### config.mk
export PLATFORM = sky130hd
export DESIGN_NAME = draw_scheduler
export DESIGN_NICKNAME = d
export VERILOG_FILES = /design/src/rtl/draw_pkg.sv /design/src/rtl/rr_pick.sv /design/src/rtl/draw_scheduler.sv
export SDC_FILE = /design/constraint.sdc
export NUM_CORES = 1
export LEC_CHECK = 0
export ABC_AREA = 0
export CORE_ASPECT_RATIO = 0.9
export CORE_MARGIN = 3
export CORE_UTILIZATION = 47
export CTS_BUF_LIST = sky130_fd_sc_hd__clkbuf_2
export DETAILED_ROUTE_END_ITERATION = 7
export PLACE_DENSITY = 0.95
export SYNTH_ARGS = -nofsm -noshare
export SYNTH_HDL_FRONTEND = slang
export SYNTH_SLANG_ARGS = --single-unit
### constraint.sdc
create_clock -name clk -period 5.66 [get_ports clk]
set_clock_uncertainty 0.15 [all_clocks]
set_input_delay 1.698 -clock clk [delete_from_list [all_inputs] [get_ports clk]]
set_output_delay 1.698 -clock clk [all_outputs]
set_load 0.02 [all_outputs]
### src/rtl/draw_pkg.sv
// Types and helpers shared by the draw_* sprite pipeline.
package draw_pkg;

  localparam int CW      = 10;
  localparam int COLW    = 3;
  localparam int MAX_REQ = 8;

  typedef enum logic [1:0] {
    IDLE   = 2'd0,
    SEARCH = 2'd1,
    GRANT  = 2'd2,
    GAP    = 2'd3
  } state_t;

  function automatic logic [MAX_REQ-1:0] onehot(input logic [2:0] idx);
    logic [MAX_REQ-1:0] v;
    v      = '0;
    v[idx] = 1'b1;
    return v;
  endfunction

endpackage

### src/rtl/rr_pick.sv
// Combinational round-robin selector: first set bit of pending at or after rr_ptr, wrapping.
module rr_pick
  import draw_pkg::*;
#(
  parameter int N  = 4,
  parameter int IW = (N > 1) ? $clog2(N) : 1
) (
  input  logic [N-1:0]  pending,
  input  logic [IW-1:0] rr_ptr,
  output logic [IW-1:0] index,
  output logic          valid
);

  logic [IW:0] cand [N];

  // cand[k] = (rr_ptr + k) mod N without a divider, so N need not be a power of two
  generate
    for (genvar gi = 0; gi < N; gi++) begin : g_cand
      logic [IW:0] sum;
      assign sum      = {1'b0, rr_ptr} + (IW+1)'(gi);
      assign cand[gi] = (sum >= (IW+1)'(N)) ? sum - (IW+1)'(N) : sum;
    end
  endgenerate

  // Scan farthest-first so the candidate closest to rr_ptr wins.
  always_comb begin
    index = '0;
    valid = 1'b0;
    for (int k = N - 1; k >= 0; k--) begin
      if (pending[cand[k][IW-1:0]]) begin
        index = cand[k][IW-1:0];
        valid = 1'b1;
      end
    end
  end

endmodule

### src/rtl/draw_scheduler.sv
// Per-frame round-robin owner of the VGA write port among N_REQ sprite drawers, with watchdog.
module draw_scheduler
  import draw_pkg::*;
#(
  parameter int N_REQ   = 4,
  parameter int TIMEOUT = 2048,
  parameter int CW      = draw_pkg::CW,
  parameter int COLW    = draw_pkg::COLW
) (
  input  logic                  clk,
  input  logic                  reset,
  input  logic                  frame_tick,
  input  logic [N_REQ-1:0]      req,
  input  logic [N_REQ-1:0]      done,
  input  logic [N_REQ*CW-1:0]   in_x,
  input  logic [N_REQ*CW-1:0]   in_y,
  input  logic [N_REQ*COLW-1:0] in_color,
  input  logic [N_REQ-1:0]      in_plot,
  output logic [N_REQ-1:0]      grant,
  output logic [CW-1:0]         vga_x,
  output logic [CW-1:0]         vga_y,
  output logic [COLW-1:0]       vga_color,
  output logic                  vga_plot,
  output logic                  frame_busy,
  output logic                  overrun,
  output logic                  timeout
);

  localparam int IW = $clog2(N_REQ);
  localparam int WW = $clog2(TIMEOUT);

  state_t           state_reg, state_next;
  logic [N_REQ-1:0] pending_reg, pending_next;
  logic [N_REQ-1:0] grant_reg, grant_next;
  logic [IW-1:0]    rr_ptr_reg, rr_ptr_next;
  logic [IW-1:0]    cur_reg, cur_next;
  logic [WW-1:0]    wd_cnt_reg, wd_cnt_next;
  logic             frame_busy_reg, frame_busy_next;
  logic             overrun_reg, overrun_next;
  logic             timeout_reg, timeout_next;
  logic [CW-1:0]    vga_x_reg, vga_x_next, vga_y_reg, vga_y_next;
  logic [COLW-1:0]  vga_color_reg, vga_color_next;
  logic             vga_plot_reg, vga_plot_next;

  logic [CW-1:0]    x_arr [N_REQ];
  logic [CW-1:0]    y_arr [N_REQ];
  logic [COLW-1:0]  c_arr [N_REQ];

  generate
    for (genvar gi = 0; gi < N_REQ; gi++) begin : g_unpack
      assign x_arr[gi] = in_x[gi*CW +: CW];
      assign y_arr[gi] = in_y[gi*CW +: CW];
      assign c_arr[gi] = in_color[gi*COLW +: COLW];
    end
  endgenerate

  // A drawer that dropped req before its turn is skipped rather than granted.
  logic [N_REQ-1:0]   live;
  logic [IW-1:0]      pick_idx;
  logic               pick_valid;
  logic [MAX_REQ-1:0] pick_oh;
  logic               finish, wd_expire;

  assign live      = pending_reg & req;
  assign pick_oh   = onehot(3'(pick_idx));
  assign finish    = done[cur_reg] | ~req[cur_reg];
  assign wd_expire = (wd_cnt_reg == WW'(TIMEOUT - 1));

  rr_pick #(.N(N_REQ), .IW(IW)) u_pick (
    .pending (live),
    .rr_ptr  (rr_ptr_reg),
    .index   (pick_idx),
    .valid   (pick_valid)
  );

  always_comb begin
    state_next      = state_reg;
    pending_next    = pending_reg;
    grant_next      = grant_reg;
    rr_ptr_next     = rr_ptr_reg;
    cur_next        = cur_reg;
    wd_cnt_next     = wd_cnt_reg;
    frame_busy_next = frame_busy_reg;
    overrun_next    = overrun_reg;
    timeout_next    = timeout_reg;
    vga_x_next      = vga_x_reg;
    vga_y_next      = vga_y_reg;
    vga_color_next  = vga_color_reg;
    vga_plot_next   = 1'b0;

    if (frame_tick && state_reg != IDLE) overrun_next = 1'b1;

    case (state_reg)
      IDLE: begin
        if (frame_tick) begin
          pending_next    = req;
          frame_busy_next = 1'b1;
          state_next      = SEARCH;
        end
      end
      SEARCH: begin
        pending_next = live;
        if (pick_valid) begin
          grant_next  = pick_oh[N_REQ-1:0];
          cur_next    = pick_idx;
          wd_cnt_next = '0;
          state_next  = GRANT;
        end else begin
          frame_busy_next = 1'b0;
          state_next      = IDLE;
        end
      end
      GRANT: begin
        vga_x_next     = x_arr[cur_reg];
        vga_y_next     = y_arr[cur_reg];
        vga_color_next = c_arr[cur_reg];
        vga_plot_next  = in_plot[cur_reg];
        if (wd_cnt_reg != '1) wd_cnt_next = wd_cnt_reg + WW'(1);
        // done wins over a simultaneous watchdog expiry
        if (finish || wd_expire) begin
          if (!finish) timeout_next = 1'b1;
          pending_next[cur_reg] = 1'b0;
          rr_ptr_next = (cur_reg == IW'(N_REQ - 1)) ? '0 : cur_reg + IW'(1);
          grant_next  = '0;
          state_next  = GAP;
        end
      end
      GAP:     state_next = SEARCH;
      default: state_next = IDLE;
    endcase
  end

  always_ff @(posedge clk) begin
    if (reset) begin
      state_reg      <= IDLE;
      pending_reg    <= '0;
      grant_reg      <= '0;
      rr_ptr_reg     <= '0;
      cur_reg        <= '0;
      wd_cnt_reg     <= '0;
      frame_busy_reg <= 1'b0;
      overrun_reg    <= 1'b0;
      timeout_reg    <= 1'b0;
      vga_x_reg      <= '0;
      vga_y_reg      <= '0;
      vga_color_reg  <= '0;
      vga_plot_reg   <= 1'b0;
    end else begin
      state_reg      <= state_next;
      pending_reg    <= pending_next;
      grant_reg      <= grant_next;
      rr_ptr_reg     <= rr_ptr_next;
      cur_reg        <= cur_next;
      wd_cnt_reg     <= wd_cnt_next;
      frame_busy_reg <= frame_busy_next;
      overrun_reg    <= overrun_next;
      timeout_reg    <= timeout_next;
      vga_x_reg      <= vga_x_next;
      vga_y_reg      <= vga_y_next;
      vga_color_reg  <= vga_color_next;
      vga_plot_reg   <= vga_plot_next;
    end
  end

  assign grant      = grant_reg;
  assign vga_x      = vga_x_reg;
  assign vga_y      = vga_y_reg;
  assign vga_color  = vga_color_reg;
  assign vga_plot   = vga_plot_reg;
  assign frame_busy = frame_busy_reg;
  assign overrun    = overrun_reg;
  assign timeout    = timeout_reg;

endmodule

# [Word level (Yosys, flattened, before mapping)]
# Cells that the tools add are included.
[classes] n_reduce_logical=18 n_eq_ne=11 mux=56 add_sub_neg=9 n_bitwise=8 order_cmp=13
[ops] operator="binary-select mux 10 bit (select 2 bit)" count=2
[ops] operator="two-way mux 10 bit" count=4
[ops] operator="two-way mux 2 bit" count=12
[ops] operator="two-way mux 11 bit" count=2
[ops] operator="case mux 11 bit (2 select lines)" count=1
[ops] operator="two-way mux 4 bit" count=4
[ops] operator="less-than comparator 2 x 3 -> 1 bit (second input constant)" count=5
[ops] operator="two-way mux 1 bit" count=15
[ops] operator="AND reduction 3 bit" count=5
[ops] operator="binary-select mux 1 bit (select 2 bit)" count=7
[ops] operator=">= comparator 3 bit (second input constant)" count=4
[ops] operator="case mux 4 bit (3 select lines)" count=1
[ops] operator="adder 11 x 1 -> 11 bit (second input constant)" count=1
[ops] operator="== test 11 bit (second input constant)" count=1
[ops] operator="inequality test 11 bit (second input constant)" count=1
[ops] operator="inequality test 2 bit (second input constant)" count=5
[ops] operator="bitwise AND 4 bit" count=2
[ops] operator="case mux 2 bit (4 select lines)" count=1
[ops] operator="case mux 4 bit (2 select lines)" count=1
[ops] operator="subtractor 2 x 1 -> 2 bit (second input constant)" count=4
[ops] operator="adder 2 x 2 -> 3 bit (second input constant)" count=2
[ops] operator="binary-select mux 3 bit (select 2 bit)" count=1
[ops] operator="== test 2 bit (second input constant)" count=3
[ops] operator="two-way mux 3 bit" count=2
[ops] operator="other kinds (19)" count=29
[totals] output_inout_bits=31 register_bits=52

# [Logic depth before layout (Yosys ltp)]
# Gate-level depths: netlist of the first run.
[logic_depth] word_depth=15 depth_mapped=8 mapped_depth_nobuf=6

# [By module]
# Synthesis of the first run repeated with hierarchy kept, for this count alone.
[hier_totals] cells_unflattened=315 area_unflattened_um2=3170.5
[modules_own_cells] mod="draw_scheduler" cells_each=302 area_per_inst_um2=3093.0 seq_area_each_um2=1041.0 n_inst=1
[modules_own_cells] mod="rr_pick" cells_each=13 area_per_inst_um2=77.6 seq_area_each_um2=0.0 n_inst=1

# [Least setup slack after synthesis of the first run]
# No wires, ideal clock.
[synth_timing] path_kind="input to register" start="in req[0]" end="reg state_reg[0]" setup_slack_ps=2348 path_stages=5 setup_ps=121 arrival_time_ps=3042 n_path_buf=1 path_cell_list="buf_6 nor2b_4 mux4_2 a31oi_1 mux2_2"
[synth_via] elab_chain_cells=7
[synth_lines] element="start: declaration" line_no="draw_scheduler.sv:13" text="input logic [N_REQ-1:0] req,"
[synth_lines] element="binary-select mux 1 bit (select 2 bit)" line_no="draw_scheduler.sv:66" text="assign finish = done[cur_reg] | ~req[cur_reg];"
[synth_lines] element="two-way mux 1 bit (implied by the code)" line_no="draw_scheduler.sv:66"
[synth_lines] element="inverter 1 bit" line_no="draw_scheduler.sv:66"
[synth_lines] element="OR 1 bit" line_no="draw_scheduler.sv:66"
[synth_lines] element="logical OR 1 bit" line_no="draw_scheduler.sv:120" text="if (finish || wd_expire) begin"
[synth_lines] element="inequality test 2 bit (no line)"
[synth_lines] element="AND reduction 2 bit (no line)"
[synth_lines] element="end signal: assignment" line_no="draw_scheduler.sv:149" text="state_reg <= state_next;"
[synth_lines] element="end: declaration" line_no="draw_scheduler.sv:32" text="state_t state_reg, state_next;"
# No other way between the ends. The select of a mux whose other input is x is not followed.
# A chain may end at the register's enable or synchronous reset.

==> out/qor.csv, run 1 <==
stage,metric,value,unit
status,status,completed,
clock_tree,htree_levels,2,
power_and_ir_drop,peakVddDrop,0.000101,V
sta,fin_setup_tns,0,ps
logic_synthesis,synth_ff_type,dfxtp_1,
floorplan,dieArea,7810,um^2
final_layout,utilization,73.4,%
logic_synthesis,syn_avg_cell_area,10.1,um^2
worst_setup_path,crit_path_cell_trace,clkdlybuf4s50_1 -> buf_4 -> clkinv_1 -> o2111ai_1 -> nand4b_1 -> o32ai_1,
min_path,worstHoldStart,grant[0],
min_path,min_path_type,register to register,
floorplan,die_height,84.2,um
route,ant_nets,0,
worst_setup_path,reg2regPathDepth,6,
global_routing,grt_usage,26.3,%
logic_synthesis,synth_edf_count,0,
power_and_ir_drop,p_seq_share,47.1,%
floorplan,core_area,6350,um^2
route,drc,0,
power_and_ir_drop,p_leak,1.57,nW
global_routing,grt_max_degree,41,
sta,hold_viol,0,
sta,slew-limit-headroom,17.8,%
worst_setup_path,worstPathArrival,3890,ps
logic_synthesis,synthArstFlopShare,0,%
run,max_cap_viol_count,0,
worst_setup_path,regToRegStartpoint,state_reg[0],
floorplan,num_rows,27,
clock_tree,cts_setup_buffers,0,
clock_tree,cts_hold_buffers,0,
clock_tree,cts_tree,built,
clock_tree,path_clk_slew,240,ps
logic_synthesis,synthesis.nets,431,
clock_tree,cts_root_buf,clkbuf_2,
sta,worst_slew_pin_slew,1230,ps
sta,finalCriticalPeriod,3700,ps
final_layout,antenna_cells,0,
sta,period_share,65.3,%
sta,drv_slew,0,
power_and_ir_drop,pwr-share-clk,27.9,%
logic_synthesis,yosys.area.top_type_share,32.6,%
final_layout,area_growth,46.0,%
placement,io_buffers,137,
clock_tree,cts_resized,0,
clock_tree,cts_inserted_buffers,5,
power_and_ir_drop,p_int,0.617,mW
sta,rsz0062_at_grt,no,
logic_synthesis,synth_top_cell_by_area,dfxtp_1,
logic_synthesis,synth_most_common_cell,dfxtp_1,
logic_synthesis,ys_ff_latch,52,
clock_tree,cts_buffer_depth,2,
logic_synthesis,synth_cells,315,
worst_setup_path,end_kind,register,
final_layout,drive_gt1_share,10.0,%
route,drt-wirelength-per-cell,19.6,um
global_routing,overflow,0,
placement,hpwl,8010,um
worst_setup_path,cp-startpoint,reset,
worst_setup_path,cp.required,5860,ps
clock_tree,cts_sinks,52,
floorplan,start_util,50.2,%
final_layout,nets,554,
power_and_ir_drop,combPwrFrac,25.0,%
global_routing,grt_pass1_vias,3194,
route,totalWireLength,10300,um
placement,gp_congestion,0.863,
worst_setup_path,slowest_stage,clkinv_1,
route,vias,3131,
route,first_iter_violations,256,
logic_synthesis,syn_area,3190,um^2
logic_synthesis,synth_seq_area_share,32.6,%
route,dr.pass1.iters,8,
sta,setup_viol,0,
global_routing,antenna_found_initial,0,
power_and_ir_drop,powerDensity,179,nW/um^2
worst_setup_path,critPathMaxFanout,40,
power_and_ir_drop,p_switching,0.216,mW
final_layout,largest_reg_flops,11,
min_path,hold_depth,2,
power_and_ir_drop,switching_share,25.9,%
sta,fmax,0.270,GHz
logic_synthesis,synth_common_cells,"dfxtp_1, mux2i_1, nor2_1",
worst_setup_path,max_stage_delay,730,ps
worst_setup_path,critPathKind,input pin to register,
clock_tree,clock_latency,440,ps
logic_synthesis,synth.distinct_cells,50,
worst_setup_path,start_kind,input pin,
route,vias_per_cell,5.96,
global_routing,grt_first_pass_wirelength,16200,um
logic_synthesis,ys_warn_count,0,
floorplan,io_pins,138,
logic_synthesis,synthTopCellsByArea,"dfxtp_1, mux4_2, mux2i_1, ha_1, nor2_1",
floorplan,die_width,92.9,um
per-stage QoR:
stage,power [mW],area [um^2],hold WS (ps),std cells,worst slack (ps)
after floorplan,0.496,3190,301,315,2350
after global placement,0.596,4570,304,518,1640
after detailed placement,0.604,4570,317,518,1540
final,0.832,4660,341,525,1960
after CTS,0.829,4660,345,525,2030
after global routing,0.861,4660,371,525,1820
area by class of cell:
class | instances | area (um^2)
Sequential cell | 52 | 1040
Fill cell | 446 | 1690
Clock inverter | 2 | 60.1
Clock buffer | 5 | 25.0
Multi-Input combinational cell | 230 | 2000
Tap cell | 87 | 109
Inverter | 11 | 41.3
Timing Repair Buffer | 138 | 1380
path summary, 6_finish.rpt:
| path | slack (ps) | to |
|---|---|---|
| max | 1960 | grant[1] |
| min | 340 | grant[0] |
| max reg2reg | 2280 | wd_cnt_reg[4] |
| min reg2reg | 340 | grant[0] |
cell families after synthesis:
| logic type | after synthesis | share of synthesized area, % |
|---|---|---|
| adders and majority gates | 9 | 3.53 |
| DFF | 52 | 32.6 |
| AOI/OAI and AO/OA | 51 | 11.8 |
| and+or+nand+nor | 110 | 18.7 |
| muxes | 60 | 28.7 |
| buffers and inverters | 33 | 4.67 |
worst max-delay path: cells and delay by family:
family / cells / cell delay [ps]
buf+inv: 3 / 1570
compound gates: 2 / 440
simple gates: 1 / 180
cell usage in the layout (no fill, tap or decap), types with 4 or more instances in the layout:
cell type / instances
a21boi_0: 4
a21oi_1: 8
clkbuf_2: 5
clkdlybuf4s50_1: 137
dfxtp_1: 51
ha_1: 8
inv_1: 8
mux2i_1: 33
mux4_2: 25
nand2_1: 19
nand3_1: 12
nand3b_1: 10
nor2_1: 30
nor2b_1: 8
nor3_1: 5
nor4_1: 5
o21ai_0: 8
o32ai_1: 4
or3_1: 4
per-layer routing:
layer  part of all wire, %  up-vias  GRT usage, %  wire length [um]
li1                      -     1439             -                 -
met1                    38     1518          32.6              3920
met2                    52      147          45.0              5390
met3                   6.8       27          6.09               704
met4                   2.9        0          9.05               295
met5                     0        -             0                 0
power by group through the flow:
stage	sequential [mW]	combinational, mW	clock, mW
floorplan	0.396	0.100	0
finish	0.392	0.208	0.232
global placement	0.398	0.198	0
CTS	0.391	0.207	0.230
detailed placement	0.398	0.206	0
global route	0.394	0.223	0.244
No activity file was read; power rests on OpenSTA's default activity.
==> run 2, diff against run 1 <==
--- a/config.mk
+++ b/config.mk
@@ -8,7 +8,7 @@
 export ABC_AREA = 0
 export CORE_ASPECT_RATIO = 0.9
 export CORE_MARGIN = 3
-export CORE_UTILIZATION = 47
+export CORE_UTILIZATION = 44
 export CTS_BUF_LIST = sky130_fd_sc_hd__clkbuf_2
 export DETAILED_ROUTE_END_ITERATION = 7
 export PLACE_DENSITY = 0.95
==> constraint.sdc (replaced) <==
create_clock -name clk -period 3.5 [get_ports clk]
set_clock_uncertainty 0.15 [all_clocks]
set_input_delay 1.05 -clock clk [delete_from_list [all_inputs] [get_ports clk]]
set_output_delay 1.05 -clock clk [all_outputs]
set_load 0.02 [all_outputs]
==> out/qor.csv, run 2 (synthesized netlist as in run 1, its figures left out) <==
stage,metric,value,unit
worst_setup_path,slowest_stage,clkdlybuf4s50_1,
final_layout,nets,560,
floorplan,die_width,95.8,um
worst_setup_path,critPathTopFamily,compound AO/OA/AOI/OAI gates,
final_layout,area_growth,47.0,%
final_layout,final_common_cell,clkdlybuf4s50_1,
min_path,worstHoldStart,grant[0],
worst_setup_path,start_kind,input pin,
placement,dpl.cell_count,527,
clock_tree,clock_latency,450,ps
power_and_ir_drop,p_switching,0.355,mW
placement,gp_congestion,0.843,
sta,worst_slew_pin_slew,729,ps
clock_tree,cts_setup_buffers,0,
worst_setup_path,cp-startpoint,req[0],
power_and_ir_drop,peakVddDrop,0.000189,V
power_and_ir_drop,p_int,0.933,mW
sta,drv_slew,0,
final_layout,fillers,480,
clock_tree,cts_hold_buffers,0,
final_layout,final_cell_mix,"clkdlybuf4s50_1, dfxtp_1, mux2i_1",
worst_setup_path,crit_path_cell_trace,clkdlybuf4s50_1 -> a22oi_1 -> a31o_2 -> or4_1 -> a221oi_1,
worst_setup_path,worstPathArrival,3070,ps
worst_setup_path,critPathMaxFanout,18,
final_layout,utilization,69.0,%
global_routing,grt_pass1_vias,3262,
sta,fin_setup_tns,0,ps
global_routing,overflow,0,
placement,io_buffers,137,
route,drt-wirelength-per-cell,18.7,um
floorplan,core_area,6800,um^2
placement,hpwl,7860,um
floorplan,io_pins,138,
global_routing,antenna_found_initial,0,
worst_setup_path,cp.required,3700,ps
sta,rsz0062_at_grt,no,
power_and_ir_drop,pwr-share-clk,24.5,%
sta,fmax,0.348,GHz
global_routing,grt_max_degree,40,
floorplan,dieArea,8310,um^2
floorplan,die_height,86.8,um
global_routing,grt_usage,24.5,%
sta,period_share,82.1,%
clock_tree,cts_sinks,52,
min_path,min_path_type,register to register,
global_routing,grt_first_pass_wirelength,15800,um
final_layout,stdcell_count,535,
floorplan,num_rows,28,
worst_setup_path,regToRegStartpoint,state_reg[0],
route,vias,3156,
sta,hold_viol,0,
worst_setup_path,max_stage_delay,640,ps
clock_tree,cts_inserted_buffers,5,
clock_tree,cts_buffer_depth,2,
sta,finalCriticalPeriod,2870,ps
power_and_ir_drop,switching_share,27.5,%
clock_tree,path_clk_slew,280,ps
final_layout,antenna_cells,0,
placement,placed_area,4620,um^2
route,drc,0,
worst_setup_path,critPathKind,input pin to register,
power_and_ir_drop,p_seq_share,48.8,%
route,dr.pass1.iters,5,
final_layout,largest_reg_flops,11,
route,ant_nets,0,
route,vias_per_cell,5.90,
power_and_ir_drop,powerDensity,274,nW/um^2
run,max_cap_viol_count,0,
final_layout,final_area,4690,um^2
worst_setup_path,end_kind,register,
clock_tree,htree_levels,2,
power_and_ir_drop,p_leak,1.60,nW
final_layout,drive_gt1_share,11.2,%
sta,setup_viol,0,
route,totalWireLength,10000,um
clock_tree,cts_resized,0,
power_and_ir_drop,combPwrFrac,26.7,%
floorplan,start_util,46.9,%
clock_tree,cts_root_buf,clkbuf_2,
sta,slew-limit-headroom,51.0,%
route,first_iter_violations,124,
clock_tree,cts_tree,built,
worst_setup_path,cp.buffers_inverters,1,
status,status,completed,
## run 2: worst register-to-register path: stages, from the launching register on
cell	delay, ps
dfxtp_1	390
inv_1	120
ha_2	430
clkinv_1	360
nor4_4	770
o31ai_1	180
a221oi_1	250
## run 2: layout make-up
| cell class | count | area (um^2) | share of cell area [%] |
|---|---|---|---|
| multi-input cells | 230 | 2000 | 42.7 |
| repair buffers | 144 | 1420 | 30.4 |
| flip-flops and latches | 52 | 1040 | 22.2 |
| well taps | 90 | 113 | 2.40 |
| clock inverters | 3 | 42.5 | 0.907 |
| inverters | 11 | 41.3 | 0.880 |
| clock buffers | 5 | 25.0 | 0.533 |
## run 2: final timing paths
check / slack (ps) / to / depth (start not counted)
max: 630 / wd_cnt_reg[4] / 5
max reg2reg: 780 / wd_cnt_reg[4] / 6
min reg2reg: 350 / grant[0] / 2
min: 350 / grant[0] / 2
## run 2: routing by layer
layer	vias up	GRT usage (%)	wire length, um
met5	-	0	0
met4	0	7.49	240
met3	26	5.99	720
met2	150	43.9	5340
met1	1533	28.6	3720
li1	1447	-	-
## run 2: power groups by stage
stage          combinational [mW]  sequential, mW  clock, mW
2_1_floorplan               0.162           0.640          0
3_3_place_gp                0.328           0.637          0
3_5_place_dp                0.343           0.638          0
4_1_cts                     0.343           0.628      0.318
5_1_grt                     0.369           0.632      0.339
6_report                    0.343           0.629      0.315
## run 2: stage by stage
stage               power [mW]  hold WS (ps)  setup WS [ps]
floorplan                0.803           301            836
finish                    1.29           352            628
detailed placement       0.981           316            196
global placement         0.966           306            264
global route              1.34           375            511
CTS                       1.29           359            667
==> run 3, diff against run 2 <==
--- a/config.mk
+++ b/config.mk
@@ -8,10 +8,10 @@
 export ABC_AREA = 0
 export CORE_ASPECT_RATIO = 0.9
 export CORE_MARGIN = 3
-export CORE_UTILIZATION = 44
+export CORE_UTILIZATION = 40
 export CTS_BUF_LIST = sky130_fd_sc_hd__clkbuf_2
 export DETAILED_ROUTE_END_ITERATION = 7
-export PLACE_DENSITY = 0.95
+export PLACE_DENSITY = 0.92
 export SYNTH_ARGS = -nofsm -noshare
 export SYNTH_HDL_FRONTEND = slang
 export SYNTH_SLANG_ARGS = --single-unit
==> constraint.sdc (replaced) <==
create_clock -name clk -period 2.4 [get_ports clk]
set_clock_uncertainty 0.15 [all_clocks]
set_input_delay 0.72 -clock clk [delete_from_list [all_inputs] [get_ports clk]]
set_output_delay 0.72 -clock clk [all_outputs]
set_load 0.02 [all_outputs]
==> out/qor.csv, run 3 (synthesized netlist as in run 1, its figures left out) <==
stage,metric,value,unit
clock_tree,cts_buffer_depth,2,
sta,slew-limit-headroom,66.2,%
route,drt-wirelength-per-cell,17.2,um
floorplan,die_height,90.7,um
route,ant_nets,0,
clock_tree,cts_sinks,52,
min_path,worstHoldStart,grant[0],
placement,io_buffers,137,
global_routing,grt_usage,21.5,%
final_layout,drive_gt1_share,15.7,%
global_routing,antenna_found_initial,0,
clock_tree,cts_hold_buffers,0,
min_path,min_to,grant[0],
global_routing,overflow,0,
route,totalWireLength,9670,um
final_layout,final_area,4950,um^2
worst_setup_path,crit_path_cell_trace,clkdlybuf4s50_1 -> nor2b_1 -> mux4_2 -> a311o_4 -> mux2i_1,
placement,hpwl,7740,um
worst_setup_path,r2r-end,wd_cnt_reg[8],
floorplan,core_area,7660,um^2
clock_tree,path_clk_slew,270,ps
sta,hold_viol,0,
route,dr.pass1.iters,5,
floorplan,die_width,100,um
placement,gp_congestion,0.881,
placement,placed_area,4790,um^2
status,status,completed,
sta,worst_slew_pin_slew,503,ps
min_path,hold_depth,2,
worst_setup_path,regToRegStartpoint,state_reg[0],
sta,finalCriticalPeriod,2320,ps
clock_tree,cts_tree,built,
worst_setup_path,reg2regPathDepth,7,
power_and_ir_drop,p_leak,2.23,nW
global_routing,grt_first_pass_wirelength,15800,um
min_path,min_path_type,register to register,
clock_tree,clock_latency,450,ps
sta,rsz0062_at_grt,no,
clock_tree,htree_levels,2,
final_layout,largest_reg_flops,11,
worst_setup_path,cp.required,2630,ps
clock_tree,cts_inserted_buffers,5,
floorplan,start_util,41.7,%
worst_setup_path,critPathKind,input pin to register,
final_layout,antenna_cells,0,
floorplan,num_rows,30,
final_layout,nets,581,
sta,fmax,0.431,GHz
worst_setup_path,end_kind,register,
worst_setup_path,worstPathArrival,2550,ps
worst_setup_path,critPathMaxFanout,5,
floorplan,dieArea,9090,um^2
worst_setup_path,max_stage_delay,540,ps
route,vias_per_cell,5.53,
global_routing,grt_pass1_vias,3290,
sta,fin_setup_tns,0,ps
route,first_iter_violations,247,
sta,setup_viol,0,
final_layout,final_cell_mix,"clkdlybuf4s50_1, dfxtp_1, mux2i_1",
final_layout,fillers,598,
route,vias,3107,
worst_setup_path,slowest_stage,mux4_2,
worst_setup_path,cp-startpoint,req[2],
worst_setup_path,start_kind,input pin,
power_and_ir_drop,peakVddDrop,0.000274,V
sta,drv_slew,0,
sta,period_share,96.7,%
power_and_ir_drop,powerDensity,410,nW/um^2
final_layout,area_growth,55.3,%
final_layout,final_common_cell,clkdlybuf4s50_1,
run,max_cap_viol_count,0,
route,drc,0,
floorplan,io_pins,138,
clock_tree,cts_root_buf,clkbuf_2,
global_routing,grt_max_degree,29,
worst_setup_path,r2r_setup_slack,180,ps
-- run 3: changes by cell type in the layout (fill, tap and decap cells not counted), sizes merged, moves of 2 or more --
cell,change
clkinv,-2
dlymetal6s2s,+28
clkdlybuf4s50,-29
buf,+21
-- run 3: repair_timing --
item	in CTS	in global routing
resized for setup	1	29
setup endpoints to repair	1	29
gates cloned	0	0
buffers inserted	0	0
endpoints found under the hold margin	0	0
-- run 3: layout make-up --
cell class | count | area (um^2) | area share (%)
Timing Repair Buffer | 165 | 1650 | 33.3
Sequential cell | 52 | 1040 | 21.0
Tap cell | 96 | 120 | 2.42
Clock inverter | 3 | 68.8 | 1.39
Inverter | 11 | 41.3 | 0.834
Clock buffer | 5 | 25.0 | 0.505
Multi-Input combinational cell | 230 | 2010 | 40.5
-- run 3: metrics by stage --
stage	utilization, %	hold WS [ps]	setup WS, ps	cells	total power [mW]
2_1_floorplan	-	301	65.7	315	1.17
3_3_place_gp	62.5	308	-329	554	1.45
3_5_place_dp	62.5	307	-408	554	1.47
4_1_cts	63.7	345	14.0	562	2.04
5_1_grt	64.7	361	1.03	562	2.13
6_report	64.7	343	78.1	562	2.03
-- run 3: critical path, delay by kind of cell --
| kind | cells | cell delay [ps] |
|---|---|---|
| muxes | 2 | 710 |
| AOI/OAI and AO/OA | 1 | 470 |
| and+or+nand+nor | 1 | 170 |
| buffers and inverters | 1 | 470 |
-- run 3: worst max-delay path by stage --
stage	slack, ps	depth (start not counted)	end
final	80	5	pending_reg[2]
after global routing	1	1	vga_color[2]
after CTS	10	1	vga_color[1]
after detailed placement	-410	5	pending_reg[2]
after global placement	-330	5	state_reg[0]
after floorplan	70	5	state_reg[0]
-- run 3: layer usage --
layer  part of all wire, %  GRT usage [%]  routed length, um
met1                    41           27.1               3990
met2                    51           36.5               4920
met3                   5.7           4.63                555
met4                   2.1           6.40                207
met5                     0              0                  0
-- run 3: power breakdown --
part | internal [mW] | switching [mW] | leakage [nW] | total, mW
registers | 0.890 | 0.0267 | 0.421 | 0.917
logic | 0.331 | 0.209 | 1.75 | 0.540
clock network | 0.284 | 0.291 | 0.0536 | 0.575
